## config.mk

```make
export PLATFORM = sky130hd
export DESIGN_NAME = am_dot_accum
export DESIGN_NICKNAME = d
export VERILOG_FILES = /design/src/rtl/am_pkg.sv /design/src/rtl/am_sat_add.sv /design/src/rtl/am_dot_accum.sv
export SDC_FILE = /design/constraint.sdc
export NUM_CORES = 1
export LEC_CHECK = 0
export CORE_MARGIN = 2
export CORE_UTILIZATION = 35
export CTS_CLUSTER_DIAMETER = 120
export DETAILED_ROUTE_END_ITERATION = 10
export HOLD_SLACK_MARGIN = 0.06
export PLACE_DENSITY = 0.57
export SLEW_MARGIN = 0
export SYNTH_ARGS = -nofsm -noshare
export SYNTH_HDL_FRONTEND = slang
export SYNTH_SLANG_ARGS = --single-unit
```

## constraint.sdc

```tcl
create_clock -name clk -period 2.8 [get_ports clk]
set_input_delay 0.56 -clock clk [delete_from_list [all_inputs] [get_ports clk]]
set_output_delay 0.56 -clock clk [all_outputs]
set_load 0.005 [all_outputs]
```

## src/rtl/am_pkg.sv

```systemverilog
// Shared types and constants for the approximate-multiplier dot-product accumulator.
package am_pkg;

    typedef enum logic [1:0] {
        IDLE  = 2'd0,
        ACCUM = 2'd1,
        DONE  = 2'd2
    } am_acc_state_t;

    localparam int AM_PROD_W = 16;

    // All-ones value of a w-bit accumulator, used as the saturation ceiling.
    function automatic logic [63:0] am_sat_ones(input int w);
        return (64'd1 << w) - 64'd1;
    endfunction

endpackage

```

## src/rtl/am_sat_add.sv

```systemverilog
// Combinational saturating adder: accumulator plus zero-extended product,
// clamped to all-ones on carry-out with an overflow indication.
module am_sat_add
    import am_pkg::*;
#(
    parameter int PROD_W = AM_PROD_W,
    parameter int ACC_W  = 24
) (
    input  logic [ACC_W-1:0]  i_acc,
    input  logic [PROD_W-1:0] i_prod,
    output logic [ACC_W-1:0]  o_sum,
    output logic              o_ovf
);

    localparam logic [ACC_W-1:0] L_SAT = ACC_W'(am_sat_ones(ACC_W));

    logic [ACC_W:0] w_sum;

    assign w_sum = {1'b0, i_acc} + (ACC_W+1)'(i_prod);
    assign o_ovf = w_sum[ACC_W];
    assign o_sum = w_sum[ACC_W] ? L_SAT : w_sum[ACC_W-1:0];

endmodule

```

## src/rtl/am_dot_accum.sv

```systemverilog
// Dot-product accumulator: sums a programmed number of products with
// saturation, then holds the result behind a valid/ready output handshake.
module am_dot_accum
    import am_pkg::*;
#(
    parameter int PROD_W = AM_PROD_W,
    parameter int ACC_W  = 24,
    parameter int LEN_W  = 8
) (
    input  logic              clk,
    input  logic              rst_n,
    input  logic              start,
    input  logic [LEN_W-1:0]  len,
    input  logic              abort,
    input  logic [PROD_W-1:0] prod_in,
    input  logic              prod_valid,
    output logic              prod_ready,
    output logic [ACC_W-1:0]  acc_out,
    output logic              out_valid,
    input  logic              out_ready,
    output logic              overflow,
    output logic              busy
);

    am_acc_state_t r_state;
    am_acc_state_t w_next;

    logic [LEN_W-1:0] r_cnt;
    logic [ACC_W-1:0] r_acc;
    logic             r_ovf;
    logic             w_beat;
    logic [ACC_W-1:0] w_sum;
    logic             w_sum_ovf;

    am_sat_add #(
        .PROD_W (PROD_W),
        .ACC_W  (ACC_W)
    ) u_add (
        .i_acc  (r_acc),
        .i_prod (prod_in),
        .o_sum  (w_sum),
        .o_ovf  (w_sum_ovf)
    );

    always_ff @(posedge clk or negedge rst_n) begin
        if (!rst_n) begin
            r_state <= IDLE;
        end else begin
            r_state <= w_next;
        end
    end

    // Abort outranks every transition and suppresses a same-cycle beat.
    always_comb begin
        w_next = r_state;
        w_beat = 1'b0;
        unique case (r_state)
            IDLE: begin
                if (start) begin
                    w_next = (len == '0) ? DONE : ACCUM;
                end
            end
            ACCUM: begin
                w_beat = prod_valid;
                if (prod_valid && r_cnt == LEN_W'(1)) begin
                    w_next = DONE;
                end
            end
            DONE: begin
                if (out_ready) begin
                    w_next = IDLE;
                end
            end
            default: w_next = IDLE;
        endcase
        if (abort) begin
            w_next = IDLE;
            w_beat = 1'b0;
        end
    end

    always_ff @(posedge clk or negedge rst_n) begin
        if (!rst_n) begin
            r_cnt <= '0;
            r_acc <= '0;
            r_ovf <= 1'b0;
        end else if (!abort) begin
            if (r_state == IDLE && start) begin
                r_cnt <= len;
                r_acc <= '0;
                r_ovf <= 1'b0;
            end else if (w_beat) begin
                r_cnt <= r_cnt - LEN_W'(1);
                r_acc <= w_sum;
                r_ovf <= r_ovf | w_sum_ovf;
            end
        end
    end

    assign prod_ready = (r_state == ACCUM);
    assign out_valid  = (r_state == DONE);
    assign busy       = (r_state != IDLE);
    assign acc_out    = r_acc;
    assign overflow   = r_ovf;

endmodule

```

==> summary.txt <==
CTS root buf -> clkbuf_8
crit path kind -> in -> reg
Critical R2R Capture -> acc_out[23]
Power Density -> 721.6 nW/µm²
H-tree lvl count -> 2
num rows -> 32
Die ar. -> 8736 µm²
hold depth -> 2
Synth Instances -> 346
post-CTS sizing -> 0
WP data required -> 2970 ps
worst hold slack -> 488.0 ps
FF-to-FF setup slack -> 550 ps
library cells used by synthesis -> 56
max frequency -> 0.3926 GHz
Simple-Gate Fraction of Synth Area -> 22.55%
most common flop cell mapped by yosys -> dfrtp_1
io pins -> 58
EDFF count, synth -> 0
startpoint types -> input port
first-pass iteration count of the detailed router -> 4
# fillers -> 770
first-pass GRT wire length -> 13360 µm
Final Skew -> 8.786 ps
Skew-Pair Late Insertion Delay -> 290 ps
Layout Cells excl Fill -> 521
Final Max Tran Viols -> 0
Final Cycle Share -> 90.97%
final hold violations -> 0
routed len/inst -> 15.23 µm
initial antenna violation count -> 0
post-synthesis mux area share -> 1.072%
adder-cell share of the synthesized area -> 8.754%
Net count, final -> 467
Placed Cells -> 513
Synth Area per Inst -> 8.097 µm²
share of cells above drive strength 1 -> 10.98%
dpl ws -> -64.13 ps
R2R depth -> 9
XOR/XNOR Fraction of Synth Area -> 3.126%
core area -> 7727 µm²
DRC Markers -> 0
register bit total from synthesis -> 35
CTS tree -> yes
Worst Path Max Fanout -> 9
final setup vio count -> 0
mapped cell area -> 2801 µm²
post-route ant nets -> 0
worst vdd ir -> 307.5 µV
DIE WIDTH -> 93.47 µm
Final min period -> 2547 ps
Worst Slack Setup Final -> 252.9 ps
pin count of the biggest net entering global routing -> 36
actual slew at the worst max-slew pin -> 565.1 ps
Hold EP -> r_cnt[3]
post-layout util -> 47.90%
vias after detailed routing -> 2880
drt total wl -> 7933 µm
Clock Path Buffers -> 2
post-synth net total -> 395
clk sinks -> 35
Worst Hold Class -> reg -> reg
total CTS buffers -> 5
Area Growth Syn to Fin -> 32.11%
vias per cell -> 5.528
Post-CTS Repair Setup Buffers -> 0
Static Leak -> 1.554 nW
hold_sp -> r_cnt[3]
cts hold-fix bufs -> 0
compound-gate portion of the synthesized area -> 28.76%
CP endpoint kind -> flop
die height -> 93.47 µm
Synth async-reset ratio -> 100.0%
HPWL after DPL -> 5987 µm
PortBufs -> 57
number of diodes -> 0
sequential area share after synthesis -> 31.26%
RSZ-0062 raised after global routing -> no
Clock Pin Slew Worst Setup and Hold Paths -> 70 ps
gr ovfl total -> 0
largest family of logic cells by synthesized area -> compound AO/OA/AOI/OAI gates
GP Congestion -> 0.9342
post-synth top area share -> 31.26%
Max-Cap Viols -> 0
critical path data arrival time -> 2710 ps
Worst slew margin -> 62.33%
Starting Density -> 36.25%
Total GRT Usage -> 18.89%
cell taking the most area after synthesis -> dfrtp_1
synth warn -> 0
Area contributors post-synth -> dfrtp_1 (31%), ha_1 (8.0%), a21oi_1 (7.3%), nand2_1 (6.3%), o21ai_0 (3.4%)
status -> completed
r2r startpoint -> acc_out[0]
number of global-route vias before repair -> 2744
DR iter-0 viols -> 147
-- logic make-up (layout without fill, tap and decap cells) --
logic type | Yosys count | count (layout)
AO/OA/AOI/OAI | 125 | 125
multiplexers | 3 | 3
flip-flops | 35 | 35
buffers and inverters | 26 | 99
AND/OR/NAND/NOR | 128 | 128
adder cells (fa/ha/maj) | 19 | 19
XOR/XNOR | 10 | 10
-- state kept, by name, indices dropped and copies added, names as in the netlist --
signal,count
acc_out,24
r_state,2
r_cnt,8
overflow,1
-- synthesized netlist by cell type, types with 3 or more instances --
library cell / instances
nand2_1: 47
a21oi_1: 41
dfrtp_1: 35
nor2_1: 19
o21ai_0: 19
ha_1: 18
o21ai_1: 14
nand4_1: 13
nand3_1: 12
buf_2: 10
nor3_1: 9
o211ai_1: 9
xnor2_1: 9
inv_1: 7
a22oi_1: 6
clkbuf_1: 6
a31oi_1: 5
a21o_1: 4
and2_1: 4
and3_1: 4
mux2i_1: 3
nor4_1: 3
o21a_1: 3
or3_1: 3
-- placed cells by master, fill, tap and decap left out, types with 3 or more instances in the layout --
master / instances
xnor2_1: 9
nand3_1: 12
nand2_1: 47
clkbuf_8: 5
or3_1: 3
and3_1: 4
dfrtp_1: 35
nor3_1: 9
and2_1: 4
clkdlybuf4s50_1: 57
ha_1: 18
o21ai_0: 19
nand4_1: 13
o21ai_1: 14
o211ai_1: 9
nor2_1: 19
a22oi_1: 6
a21oi_1: 41
a21o_1: 4
buf_4: 26
inv_1: 7
a31oi_1: 5
mux2i_1: 3
nor4_1: 3
o21a_1: 3
-- cell type report --
| type | instances | area, µm² | area share (%) |
|---|---|---|---|
| inverters | 7 | 26.28 | 0.7099 |
| clock buffers | 6 | 72.57 | 1.961 |
| flip-flops and latches | 35 | 875.8 | 23.66 |
| repair buffers | 84 | 785.8 | 21.23 |
| multi-input cells | 285 | 1800 | 48.65 |
| clock inverters | 2 | 12.51 | 0.3381 |
| well taps | 102 | 127.6 | 3.448 |
-- per-layer routing --
metal  wire (µm)  track usage, %
met5           0               0
met4          85           4.534
met3         334           2.901
met2        3609           30.22
met1        3905           26.73
-- worst max-delay path, cell delays in order --
cell,delay [ps]
clkdlybuf4s50_1,420
ha_1,240
fa_1,420
nand3_1,130
a21oi_2,80
o221ai_2,280
o31ai_4,90
buf_4,180
a32oi_1,190
o211ai_1,110
-- per-stage QoR --
| stage | power, mW | TNS (ps) | instance area, µm² |
|---|---|---|---|
| final | 2.671 | 0 | 3701 |
| after global routing | 2.921 | 0 | 3701 |
| after CTS | 2.685 | 0 | 3701 |
| after detailed placement | 2.297 | -168.2 | 3616 |
| after global placement | 2.297 | -3.823 | 3616 |
| after floorplan | 1.727 | 0 | 2801 |
-- power breakdown --
part	switching [mW]	internal (mW)	leakage, nW	total, mW
logic	0.800	0.728	1.05	1.53
clock network	0.200	0.174	0.0412	0.374
registers	0.128	0.640	0.465	0.768
total	1.13	1.54	1.55	2.67
-- worst max-delay path by stage --
stage | startpoint | endpoint | cells after the start
floorplan | prod_in[0] | acc_out[16] | 9
global placement | prod_in[0] | acc_out[22] | 10
detailed placement | prod_in[0] | acc_out[22] | 10
CTS | prod_in[0] | acc_out[22] | 10
global route | prod_in[0] | acc_out[23] | 10
finish | prod_in[0] | acc_out[23] | 10
No activity file was read; power rests on OpenSTA's default activity.
